--- src/rtl/riscv_pkg.sv ---
// Shared opcode constants and redirect FSM state type for the branch redirect controller.
package riscv_pkg;

    localparam logic [6:0] OPC_BRANCH = 7'b1100011;
    localparam logic [6:0] OPC_JAL    = 7'b1101111;
    localparam logic [6:0] OPC_JALR   = 7'b1100111;

    typedef enum logic {
        IDLE     = 1'b0,
        REDIRECT = 1'b1
    } redir_state_t;

    function automatic logic is_ctrl_opcode(input logic [6:0] opc);
        return (opc == OPC_BRANCH) || (opc == OPC_JAL) || (opc == OPC_JALR);
    endfunction

endpackage

--- src/rtl/branch_redirect_ctrl_if.sv ---
// EX-stage resolution inputs and fetch-side redirect/flush/counter outputs of the redirect controller.
interface branch_redirect_ctrl_if #(
  parameter int XLEN  = 32,
  parameter int CNT_W = 16
);
  logic             ex_valid;
  logic [6:0]       ex_opcode;
  logic             ex_br_taken;
  logic [XLEN-1:0]  ex_target;
  logic             pipe_stall;
  logic             fetch_ready;
  logic             redirect_valid;
  logic [XLEN-1:0]  redirect_pc;
  logic             flush_if;
  logic             flush_id;
  logic             misalign_err;
  logic [CNT_W-1:0] branch_cnt;
  logic [CNT_W-1:0] taken_cnt;

  modport master (
    output ex_valid, ex_opcode, ex_br_taken, ex_target, pipe_stall, fetch_ready,
    input  redirect_valid, redirect_pc, flush_if, flush_id, misalign_err, branch_cnt, taken_cnt
  );

  modport slave (
    input  ex_valid, ex_opcode, ex_br_taken, ex_target, pipe_stall, fetch_ready,
    output redirect_valid, redirect_pc, flush_if, flush_id, misalign_err, branch_cnt, taken_cnt
  );
endinterface

--- src/rtl/branch_redirect_ctrl_sat_counter.sv ---
// Saturating up-counter for the per-core branch performance counters.
module sat_counter #(
  parameter int CNT_W = 16
) (
  input  logic             clk,
  input  logic             reset,
  input  logic             inc,
  input  logic             clear,
  output logic [CNT_W-1:0] count
);
  logic [CNT_W-1:0] count_d;
  logic [CNT_W-1:0] count_q;

  // next count: clear wins, otherwise increment unless already all-ones
  always_comb begin
    count_d = count_q;
    if (clear) begin
      count_d = {CNT_W{1'b0}};
    end else if (inc && (count_q != {CNT_W{1'b1}})) begin
      count_d = count_q + {{(CNT_W-1){1'b0}}, 1'b1};
    end else begin
      count_d = count_q;
    end
  end

  // count register
  always_ff @(posedge clk or posedge reset) begin
    if (reset) begin
      count_q <= {CNT_W{1'b0}};
    end else begin
      count_q <= count_d;
    end
  end

  assign count = count_q;
endmodule

--- src/rtl/branch_redirect_ctrl.sv ---
// Turns resolved taken control-flow instructions into a held PC redirect plus IF/ID flushes,
// and counts resolved/taken branches while not already redirecting.
module branch_redirect_ctrl
  import riscv_pkg::*;
#(
  parameter int XLEN  = 32,
  parameter int CNT_W = 16
) (
  input  logic                   clk,
  input  logic                   reset,
  branch_redirect_ctrl_if.slave  bus
);
  redir_state_t    state_d;
  redir_state_t    state_q;
  logic [XLEN-1:0] redirect_pc_d;
  logic [XLEN-1:0] redirect_pc_q;
  logic            misalign_d;
  logic            misalign_q;
  logic            is_ctrl_s;
  logic            taken_s;
  logic            aligned_s;
  logic            in_idle_s;
  logic            branch_inc_s;
  logic            taken_inc_s;
  logic [CNT_W-1:0] branch_cnt_s;
  logic [CNT_W-1:0] taken_cnt_s;

  assign is_ctrl_s    = bus.ex_valid && is_ctrl_opcode(bus.ex_opcode) && !bus.pipe_stall;
  assign taken_s      = is_ctrl_s && bus.ex_br_taken;
  assign aligned_s    = (bus.ex_target[1:0] == 2'b00);
  assign in_idle_s    = (state_q == IDLE);
  // Anything resolved while a redirect is pending is on the wrong path.
  assign branch_inc_s = in_idle_s && is_ctrl_s;
  assign taken_inc_s  = in_idle_s && taken_s;

  // next state, target latch and misalign pulse
  always_comb begin
    state_d       = state_q;
    redirect_pc_d = redirect_pc_q;
    misalign_d    = 1'b0;
    case (state_q)
      IDLE: begin
        if (taken_s && aligned_s) begin
          state_d       = REDIRECT;
          redirect_pc_d = bus.ex_target;
        end else if (taken_s) begin
          misalign_d    = 1'b1;
        end else begin
          state_d       = IDLE;
        end
      end
      REDIRECT: begin
        if (bus.fetch_ready) begin
          state_d = IDLE;
        end else begin
          state_d = REDIRECT;
        end
      end
      default: begin
        state_d = IDLE;
      end
    endcase
  end

  // state, redirect target and misalign registers
  always_ff @(posedge clk or posedge reset) begin
    if (reset) begin
      state_q       <= IDLE;
      redirect_pc_q <= {XLEN{1'b0}};
      misalign_q    <= 1'b0;
    end else begin
      state_q       <= state_d;
      redirect_pc_q <= redirect_pc_d;
      misalign_q    <= misalign_d;
    end
  end

  sat_counter #(.CNT_W(CNT_W)) u_branch_cnt (
    .clk   (clk),
    .reset (reset),
    .inc   (branch_inc_s),
    .clear (1'b0),
    .count (branch_cnt_s)
  );

  sat_counter #(.CNT_W(CNT_W)) u_taken_cnt (
    .clk   (clk),
    .reset (reset),
    .inc   (taken_inc_s),
    .clear (1'b0),
    .count (taken_cnt_s)
  );

  // Redirect fires the same cycle fetch accepts it; flushes track the state directly.
  assign bus.redirect_valid = (state_q == REDIRECT) && bus.fetch_ready;
  assign bus.flush_if       = (state_q == REDIRECT);
  assign bus.flush_id       = (state_q == REDIRECT);
  assign bus.redirect_pc    = redirect_pc_q;
  assign bus.misalign_err   = misalign_q;
  assign bus.branch_cnt     = branch_cnt_s;
  assign bus.taken_cnt      = taken_cnt_s;
endmodule

--- src/flat_wrapper.sv ---
// flat-port wrapper written by rule: the top's interface ports become plain ports
module branch_redirect_ctrl_flat import riscv_pkg::*;
#(
  parameter int XLEN  = 32,
  parameter int CNT_W = 16
)
  (clk, reset, bus_ex_valid, bus_ex_opcode, bus_ex_br_taken, bus_ex_target, bus_pipe_stall, bus_fetch_ready, bus_redirect_valid, bus_redirect_pc, bus_flush_if, bus_flush_id, bus_misalign_err, bus_branch_cnt, bus_taken_cnt);
  branch_redirect_ctrl_if #(.XLEN(XLEN), .CNT_W(CNT_W)) bus_i ();
  input  logic clk;
  input  logic reset;
  input wire logic [$bits(bus_i.ex_valid)-1:0] bus_ex_valid;
  input wire logic [$bits(bus_i.ex_opcode)-1:0] bus_ex_opcode;
  input wire logic [$bits(bus_i.ex_br_taken)-1:0] bus_ex_br_taken;
  input wire logic [$bits(bus_i.ex_target)-1:0] bus_ex_target;
  input wire logic [$bits(bus_i.pipe_stall)-1:0] bus_pipe_stall;
  input wire logic [$bits(bus_i.fetch_ready)-1:0] bus_fetch_ready;
  output wire logic [$bits(bus_i.redirect_valid)-1:0] bus_redirect_valid;
  output wire logic [$bits(bus_i.redirect_pc)-1:0] bus_redirect_pc;
  output wire logic [$bits(bus_i.flush_if)-1:0] bus_flush_if;
  output wire logic [$bits(bus_i.flush_id)-1:0] bus_flush_id;
  output wire logic [$bits(bus_i.misalign_err)-1:0] bus_misalign_err;
  output wire logic [$bits(bus_i.branch_cnt)-1:0] bus_branch_cnt;
  output wire logic [$bits(bus_i.taken_cnt)-1:0] bus_taken_cnt;
  assign bus_i.ex_valid = bus_ex_valid;
  assign bus_i.ex_opcode = bus_ex_opcode;
  assign bus_i.ex_br_taken = bus_ex_br_taken;
  assign bus_i.ex_target = bus_ex_target;
  assign bus_i.pipe_stall = bus_pipe_stall;
  assign bus_i.fetch_ready = bus_fetch_ready;
  assign bus_redirect_valid = bus_i.redirect_valid;
  assign bus_redirect_pc = bus_i.redirect_pc;
  assign bus_flush_if = bus_i.flush_if;
  assign bus_flush_id = bus_i.flush_id;
  assign bus_misalign_err = bus_i.misalign_err;
  assign bus_branch_cnt = bus_i.branch_cnt;
  assign bus_taken_cnt = bus_i.taken_cnt;
  branch_redirect_ctrl #(.XLEN(XLEN), .CNT_W(CNT_W)) u_core (.clk(clk), .reset(reset), .bus(bus_i));
endmodule
--- config.mk ---
export PLATFORM = sky130hd
export DESIGN_NAME = branch_redirect_ctrl_flat
export DESIGN_NICKNAME = d
export VERILOG_FILES = /design/src/rtl/riscv_pkg.sv /design/src/rtl/branch_redirect_ctrl_if.sv /design/src/rtl/branch_redirect_ctrl_sat_counter.sv /design/src/rtl/branch_redirect_ctrl.sv /design/src/flat_wrapper.sv
export SDC_FILE = /design/constraint.sdc
export NUM_CORES = 1
export LEC_CHECK = 0
export ABC_AREA = 0
export CORE_UTILIZATION = 49
export CTS_CLUSTER_SIZE = 25
export DETAILED_ROUTE_END_ITERATION = 16
export GPL_TIMING_DRIVEN = 0
export PLACE_DENSITY_LB_ADDON = 0.1
export SYNTH_ARGS = -nofsm -noshare
export SYNTH_HDL_FRONTEND = slang
export SYNTH_HIERARCHICAL = 1
export SYNTH_SLANG_ARGS = --single-unit
--- constraint.sdc ---
create_clock -name clk -period 6.3 [get_ports clk]
set_input_delay 0.945 -clock clk [delete_from_list [all_inputs] [get_ports clk]]
set_output_delay 0.945 -clock clk [all_outputs]
set_load 0.02 [all_outputs]
[After elaboration in Yosys (flattened, before gate mapping)]
Index checks and enable logic that the tools add are counted.
Storage, ports and cells
  bits in registers: 66
  bits of input ports: 45
  output and inout bits: 68
  logic and storage cells: 33
Operators by class
  add/sub/neg operators: 2
  eq/ne operators: 5
  mux-type cells: 6
  bitwise logic cells: 1
  reductions and logical operators: 14
Operator list (count)
  $add 16x1->16 const B: 2
  $ne 16x16->1 const B: 2
  $eq 7x7->1 const B: 3
  $logic_and 1x1->1: 9
  $mux 1: 5
  $logic_not 2->1: 1
  $logic_or 1x1->1: 2
  $pmux 1 s2: 1
  $reduce_and 2->1: 1
  $logic_not 1->1: 1
  $not 1->1: 1

[Depth between registers and ports, before layout]
Gate-level depths: netlist of the first run.
  depth after elaboration: 9
  mapped depth: 8
  gate-level depth less buffers: 7

[Hierarchy]
Netlist of the first run, hierarchy kept.
By module, submodules not included
  sat_counter: instances 2, cells an instance 101, area an instance 932.1 um^2, seq. area each 400.4 um^2
  branch_redirect_ctrl: instances 1, cells an instance 86, area an instance 1483.9 um^2, seq. area each 850.8 um^2

[Worst setup path after synthesis of the first run]
OpenSTA, ideal clock, no wires.
  path kind: input-to-reg
  from: input port bus_pipe_stall
  to: register u_core.u_taken_cnt.count_q[13], in the netlist u_core/u_taken_cnt/count[13]
  library setup time: 0.077 ns
  arrival: 2.836 ns
  data required time: 6.223 ns
  path slack: 3.387 ns
  stages: 8
  buffers on the path: 1
  path through: and4bb_2 -> nand3_1 -> nor3b_1 -> clkbuf_2 -> nand3_1 -> or4_4 -> or4_1 -> a21oi_1
On the way
  cells in the longest elaborated chain, start to end: 5
Ends and longest elaborated chain
  start: declaration: line flat_wrapper.sv:15  | input wire logic [$bits(bus_i.pipe_stall)-1:0] bus_pipe_stall;
  $logic_not 1->1: line branch_redirect_ctrl.sv:28  | assign is_ctrl_s = bus.ex_valid && is_ctrl_opcode(bus.ex_opcode) && !bus.pipe_stall;
  $logic_and 1x1->1: line branch_redirect_ctrl.sv:28
  $logic_and 1x1->1: line branch_redirect_ctrl.sv:29  | assign taken_s = is_ctrl_s && bus.ex_br_taken;
  $logic_and 1x1->1: line branch_redirect_ctrl.sv:34  | assign taken_inc_s = in_idle_s && taken_s;
  via u_core.taken_inc_s: line branch_redirect_ctrl.sv:24  | logic taken_inc_s;
  $logic_and 1x1->1: line branch_redirect_ctrl_sat_counter.sv:19  | end else if (inc && (count_q != {CNT_W{1'b1}})) begin
  end signal: assignment: line branch_redirect_ctrl_sat_counter.sv:29  | count_q <= {CNT_W{1'b0}};
  end signal: assignment: line branch_redirect_ctrl_sat_counter.sv:31  | count_q <= count_d;
  end: declaration: line branch_redirect_ctrl_sat_counter.sv:12  | logic [CNT_W-1:0] count_q;
The timed path passes the listed nets, and every way through them passes these cells.
A chain may end at the register's enable or synchronous reset.

[Worst setup path in the final report of the first run]
  from: input port bus_ex_opcode[4]
  to: register u_core.u_taken_cnt.count_q[13], in the netlist u_core/u_taken_cnt/count[13]
On the way
  cells in the longest elaborated chain, start to end: 8
  elaborated cells on any way between the ends: 10
  those cells by class: eq/ne (3); reduce/logical (7)
Ends and longest elaborated chain
  start: declaration: line flat_wrapper.sv:12  | input wire logic [$bits(bus_i.ex_opcode)-1:0] bus_ex_opcode;
  $eq 7x7->1: line riscv_pkg.sv:14  | return (opc == OPC_BRANCH) || (opc == OPC_JAL) || (opc == OPC_JALR);
  $logic_or 1x1->1: line riscv_pkg.sv:14
  $logic_or 1x1->1 *: line riscv_pkg.sv:14
  $logic_and 1x1->1 * (2 in series): line branch_redirect_ctrl.sv:28
  $logic_and 1x1->1 *: line branch_redirect_ctrl.sv:29
  $logic_and 1x1->1 *: line branch_redirect_ctrl.sv:34
  via u_core.taken_inc_s: line branch_redirect_ctrl.sv:24
  $logic_and 1x1->1 *: line branch_redirect_ctrl_sat_counter.sv:19
Mark *: on every way through the listed nets, which the timed path passes. The rest lies on a longest branch.

==> results of run 1 <==
## layer usage
metal	share of wire, %	vias to the layer above	track usage, %
li1	-	1331	-
met1	41	1410	29.3
met3	5.8	11	6.00
met2	51	89	41.7
met5	0	-	0
met4	1.8	0	8.47
## cell type report
cell class	count	area, µm²
clock buffer	13	169
multi-input combinational	202	1540
timing repair buffer	112	1120
clock inverter	2	35.0
inverter	8	30.0
buffer	13	129
sequential	66	1650
fill	464	1690
tap	77	96.3
## cells in the final DEF, fill, tap and decap left out, types with 10 or more instances in the layout
cell / instances
clkdlybuf4s50_1: 112
a21oi_1: 24
or4_1: 12
nand3_1: 15
mux2_4: 27
or3_1: 12
dfrtp_1: 66
nand2_1: 12
clkbuf_8: 12
o21ai_0: 10
o31ai_1: 10
## path summary, 6_finish.rpt
check	from	endpoint	slack, ns	cells past startpoint
worst min-delay path	u_core/bus.redirect_pc[1]$_DFFE_PP0P_	u_core/bus.redirect_pc[1]$_DFFE_PP0P_	0.51	1
min in group asynchronous	reset	u_core/u_branch_cnt/count[6]$_DFFE_PP0P_	1.06	2
max in group asynchronous	reset	u_core/bus.redirect_pc[4]$_DFFE_PP0P_	4.76	2
worst max-delay path	bus_ex_opcode[4]	u_core/u_taken_cnt/count[13]$_DFFE_PP0P_	2.99	9
worst max register to register	u_core/bus.flush_id$_DFF_PP0_	u_core/u_taken_cnt/count[13]$_DFFE_PP0P_	3.97	6
worst min register to register	u_core/bus.redirect_pc[1]$_DFFE_PP0P_	u_core/bus.redirect_pc[1]$_DFFE_PP0P_	0.51	1
## power by group
| part | switching, µW | leakage, µW | internal (µW) |
|---|---|---|---|
| Clock | 154 | 0.000106 | 213 |
| Sequential | 2.42 | 0.000920 | 428 |
| Combinational | 26.1 | 0.000933 | 39.7 |
## worst register-to-register path, cell delays in order (launching register included)
cell	delay, ns
dfrtp_1	0.47
nor3b_1	0.21
clkbuf_2	0.23
nand3_1	0.25
or4_4	0.52
or4_1	0.42
a21oi_1	0.16
## logic make-up (layout without fill, tap and decap cells)
| logic type | after synthesis | after routing |
|---|---|---|
| buffers and inverters | 21 | 148 |
| and+or+nand+nor | 111 | 111 |
| DFF | 66 | 66 |
| AOI/OAI and AO/OA | 51 | 51 |
| muxes | 36 | 36 |
| adders and majority gates | 2 | 2 |
| other | 1 | 2 |
## stage by stage
stage | util [%] | instance area, µm²
final | 73.9 | 4770
after global routing | 73.9 | 4770
after CTS | 73.9 | 4770
after detailed placement | 70.7 | 4570
after global placement | 70.7 | 4570
after floorplan | - | 3350
## flip-flops by register name, indices dropped and copies added (netlist names)
name,cells
u_core/bus.flush_id,1
u_core/bus.misalign_err,1
u_core/bus.redirect_pc,32
u_core/u_branch_cnt/count,16
u_core/u_taken_cnt/count,16
==> run metrics, run 1 <==
Peak supply drop 0.116 mV; largest area contributor in the netlist dfrtp_1; CP cell instances clkdlybuf4s50_1 > and4bb_2 > nand3_1 > nor3b_1 > clkbuf_2 > nand3_1 > or4_4 > or4_1 > a21oi_1; Starting Density 51.8%; CTS Sinks 66; worst slack at placement 2.68 ns; # nets final 459; Buffers & Inverters on Critical Path 2; Worst Clk Skew 0.00563 ns; largest fanout on the critical path 8; IO Pins roughly 110; HPWL after DPL 5.79 mm; Pwr Density about 180 nW/µm²; Post-Route WL 7.98 mm; CTS root buf clkbuf_8; Synth Area in Compound Gates between 8 and 9%; final setup fails 0; Layout Cells excl Fill 493; Yosys warning count 6; WP data arrival 3.58 ns; gpl congestion 0.847; Clk Latency, worst-skew pair 0.34 ns; post_cts resized 0; cts hold-fix bufs 0; top cell type's share of synthesized area 49.3%; status complete, but fails checks; cell with the most instances after synthesis dfrtp_1; Crit path top cell by count nand3_1; Slew Viols, Final 0; Post-synth EDFFs 0; Routed WL per cell around 16 µm; die area slightly above 7000 µm²; dominant synthesized flop cell dfrtp_1; Die X 84.7 µm; I/O Buffers 112; Hold WC Path Type reg2reg; drt pass-1 iters 12; via count 2841; Max Cap Viol 0; async set or reset register ratio after synthesis 100%; most frequent cells after synthesis dfrtp_1 (66), mux2_4 (27), a21oi_1 (24); unrepaired setup endpoints after global routing no; antenna cells 0; Tot Pwr 863 µW; failing checks DRC; mux share of post-synthesis cell area 15.1%; register bit total from synthesis 66; synth unique cells 40; CTS clk-pin slew, worst paths 0.07 ns; crit path launch type input pin; Die Height 84.7 µm; CTS tree yes; CP Data Required Time around 6.6 ns; Overflow after GRT 0; Fin Setup TNS 0 ns; ANT nets after route 0; Setup Fix Bufs, Post-CTS 0; Synth Area in Simple Gates 21.0%; Max stage delay on crit path 0.52 ns; Pleak 0.00196 µW; post-synthesis adder-cell area fraction 0.747%; final hold violation count 0; Crit. End Element flip-flop; P&R area growth vs syn 42.6%; syn avg cell area around 12 µm²; routed vias/inst about 5.8; Post-Synth XOR/XNOR Area 0%; sequential area share after synthesis around half; Crit Path Category in2reg; share of cells above drive strength 1 16.3%; Overall Global Routing Usage between 20% and 30%; Core Region 6460 µm²; hold slack 0.507 ns; Slew headroom 44.5%; first-pass GRT wire length 13.5 mm; Clock Tree Buf Depth 2; delay-heaviest family, CP simple AND/OR/NAND/NOR gates; critical path's slowest cell or4_4; fin crit share between 50% and 60%; Synth area leaders dfrtp_1 (49%), mux2_4 (12%), a21oi_1 (3.6%), or4_1 (2.7%), mux2_2 (2.4%); Post-Syn Area 3350 µm²; Rows 29; Starting DRT DRC Count 120; H-tree levels 3; gate count of the mapped netlist between 200 and 300; largest family of logic cells by synthesized area simple AND/OR/NAND/NOR gates; largest net degree at the start of global routing 35; vias in the first global route 2840; Cells after DPL 478; crit path time final 3.31 ns; initial antenna violation count 0; number of remaining DRC errors 1; Worst Tran Pin Value 0.826 ns; fmax 302 MHz; worst setup margin 2.99 ns; TritonCTS Buffers 9
Power figures use the tool's default switching activity.
==> run 2, diff against run 1 <==
--- a/config.mk
+++ b/config.mk
@@ -6,7 +6,7 @@
 export NUM_CORES = 1
 export LEC_CHECK = 0
 export ABC_AREA = 0
-export CORE_UTILIZATION = 49
+export CORE_UTILIZATION = 46
 export CTS_CLUSTER_SIZE = 25
 export DETAILED_ROUTE_END_ITERATION = 16
 export GPL_TIMING_DRIVEN = 0
==> constraint.sdc (replaced) <==
create_clock -name clk -period 3.3 [get_ports clk]
set_input_delay 0.495 -clock clk [delete_from_list [all_inputs] [get_ports clk]]
set_output_delay 0.495 -clock clk [all_outputs]
set_load 0.02 [all_outputs]
==> run 2 against run 1 <==
Net effect:
- the run now ends clean
- global-route usage decreased by 2.2 points
- non-clock buffer count rose by 1
- clock power grew 110%
- power rose by 99%
- utilization down 3.7 points
- clock skew grew 0.0032 ns
- final cell count rose by 4.3%
- first-iteration DRC count down 38%
- combinational power rose by 96%
- hold slack got worse by 0.030 ns
- largest cell class unchanged
==> run metrics, run 2 (synthesis results as in run 1) <==
Rows 30 (was 29); Setup Fix Bufs, Post-CTS 0 (unchanged); Slew Viols, Final 0 (unchanged); placed cell areas 4590 µm² (was 4570 µm²); Post-Route WL 7.81 mm (was 7.98 mm); drt pass-1 iters 4 (was 12); initial antenna violation count 0 (unchanged); Pleak 0.00198 µW (was 0.00196 µW); Die Height 87.3 µm (was 84.7 µm); largest fanout on the critical path 8 (unchanged); Core Region 6910 µm² (was 6460 µm²); Overflow after GRT 0 (unchanged); Starting Density 48.5% (was 51.8%); gpl congestion 0.776 (was 0.847); fin crit share 84.5%; Crit Path Category in2reg (unchanged); Overall Global Routing Usage 21.9% (was 24.1%); via count 2783 (was 2841); number of remaining DRC errors 0 (was 1); Worst Tran Pin Value 0.782 ns (was 0.826 ns); most frequent cells in the layout clkdlybuf4s50_1 (112), dfrtp_1 (66), mux2_4 (27) (unchanged); FF-to-FF End u_core/u_taken_cnt/count[13]$_DFFE_PP0P_ (unchanged); IO Pins 113 (unchanged); die area 7620 µm² (was 7170 µm²); CTS root buf clkbuf_8 (unchanged); # nets final 460 (was 459); CP Data Required Time 3.56 ns (was 6.56 ns); switching power total 378 µW (was 183 µW); CTS Sinks 66 (unchanged); H-tree levels 3 (unchanged); R2R depth 6 (unchanged); Comb pwr share 7.5% (was 7.6%); status complete, no violations (was complete, but fails checks); Sw Ratio 22.0% (was 21.2%); fmax 359 MHz; routed vias/inst 5.41 (was 5.76); Clk Latency, worst-skew pair 0.35 ns (was 0.34 ns); share of cells above drive strength 1 16.7% (was 16.3%); Hold WC Path Type in2async (was reg2reg); Fin Setup TNS 0 ns (unchanged); ANT nets after route 0 (unchanged); WP data arrival 3.05 ns (was 3.58 ns); worst slack at placement 0.181 ns (was 2.68 ns); flop-to-flop setup slack 0.99 ns (was 3.97 ns); fillers 534 (was 464); I/O Buffers 112 (unchanged); Starting DRT DRC Count 74 (was 120); internal power 1340 µW (was 680 µW); Die X 87.3 µm (was 84.7 µm); Crit. End Element flip-flop (unchanged); Pwr Density 355 nW/µm² (was 181 nW/µm²); vias in the first global route 2704 (was 2840); first-pass GRT wire length 12.8 mm (was 13.5 mm); Seq pwr share 47.7% (was 49.9%); hold slack 0.477 ns (was 0.507 ns); clock network fraction of total power 44.8% (was 42.5%); CTS clk-pin slew, worst paths 0.08 ns (was 0.07 ns); cts hold-fix bufs 0 (unchanged); final instance area 4850 µm² (was 4770 µm²); TritonCTS Buffers 9 (unchanged); Max Cap Viol 0 (unchanged); Worst Clk Skew 0.00880 ns (was 0.00563 ns); HPWL after DPL 5.60 mm (was 5.79 mm); P&R area growth vs syn 44.8% (was 42.6%); crit path time final 2.79 ns; Slew headroom 47.4% (was 44.5%); final setup fails 0 (unchanged); reg2reg start u_core/bus.flush_id$_DFF_PP0_ (unchanged); Peak supply drop 0.241 mV (was 0.116 mV); Clock Tree Buf Depth 2 (unchanged); final hold violation count 0 (unchanged); post_cts resized 0 (unchanged); antenna cells 0 (unchanged); leading cell type in the layout, fill and taps excluded clkdlybuf4s50_1 (unchanged); Routed WL per cell 15.2 µm (was 16.2 µm); CTS tree yes (unchanged); unrepaired setup endpoints after global routing no (unchanged); max reg flops 32 (unchanged); largest net degree at the start of global routing 35 (unchanged); worst setup margin 0.511 ns (was 2.99 ns); crit path launch type input pin (unchanged)
-- run 2: per-layer routing --
metal | global-route usage [%] | vias up | part of all wire, %
met1 | 27.0 | 1354 | 43
met3 | 4.93 | 12 | 5.4
met2 | 37.1 | 83 | 49
met4 | 8.79 | 0 | 1.8
li1 | - | 1334 | -
met5 | 0 | - | 0
-- run 2: critical path, stage by stage --
cell and delay [ns]:
clkdlybuf4s50_1 0.39, and4bb_2 0.31, nand3_1 0.11, nor3b_1 0.20
clkbuf_2 0.23, nand3_1 0.24, or4_4 0.51, or4_1 0.41
a21oi_1 0.16
-- run 2: power groups by stage --
stage               logic [µW]  clock network (µW)  registers [µW]
floorplan                 37.1                   0             846
global placement           122                   0             836
detailed placement         124                   0             836
CTS                        125                 785             821
global route               140                 818             821
finish                     129                 770             821
-- run 2: area by class of cell --
class                   instances  area [µm²]  area share (%)
inverters                       8        30.0           0.619
clock inverters                 6        90.1            1.86
multi-input cells             202        1540            31.8
flip-flops and latches         66        1650            34.1
repair buffers                113        1150            23.7
plain buffers                  13         129            2.66
clock buffers                  10         138            2.84
well taps                      96         120            2.48
-- run 2: how the worst max path moves through the flow --
stage                           startpoint                                  endpoint  slack (ns)  depth (start not counted)
after CTS                   bus_pipe_stall  u_core/u_taken_cnt/count[13]$_DFFE_PP0P_        0.53                          9
after detailed placement    bus_pipe_stall  u_core/u_taken_cnt/count[13]$_DFFE_PP0P_        0.18                          9
after global routing      bus_ex_opcode[4]  u_core/u_taken_cnt/count[13]$_DFFE_PP0P_        0.31                          9
after global placement      bus_pipe_stall  u_core/u_taken_cnt/count[13]$_DFFE_PP0P_        0.22                          9
after floorplan             bus_pipe_stall  u_core/u_taken_cnt/count[13]$_DFFE_PP0P_        0.84                          8
final                       bus_pipe_stall  u_core/u_taken_cnt/count[13]$_DFFE_PP0P_        0.51                          9
-- run 2: stage by stage --
stage                     utilization (%)  instances  total power, µW
after floorplan                         -        289              883
after global placement               66.5        497              958
after detailed placement             66.5        497              961
after CTS                            69.8        513             1730
after global routing                 70.2        514             1780
final                                70.2        514             1720
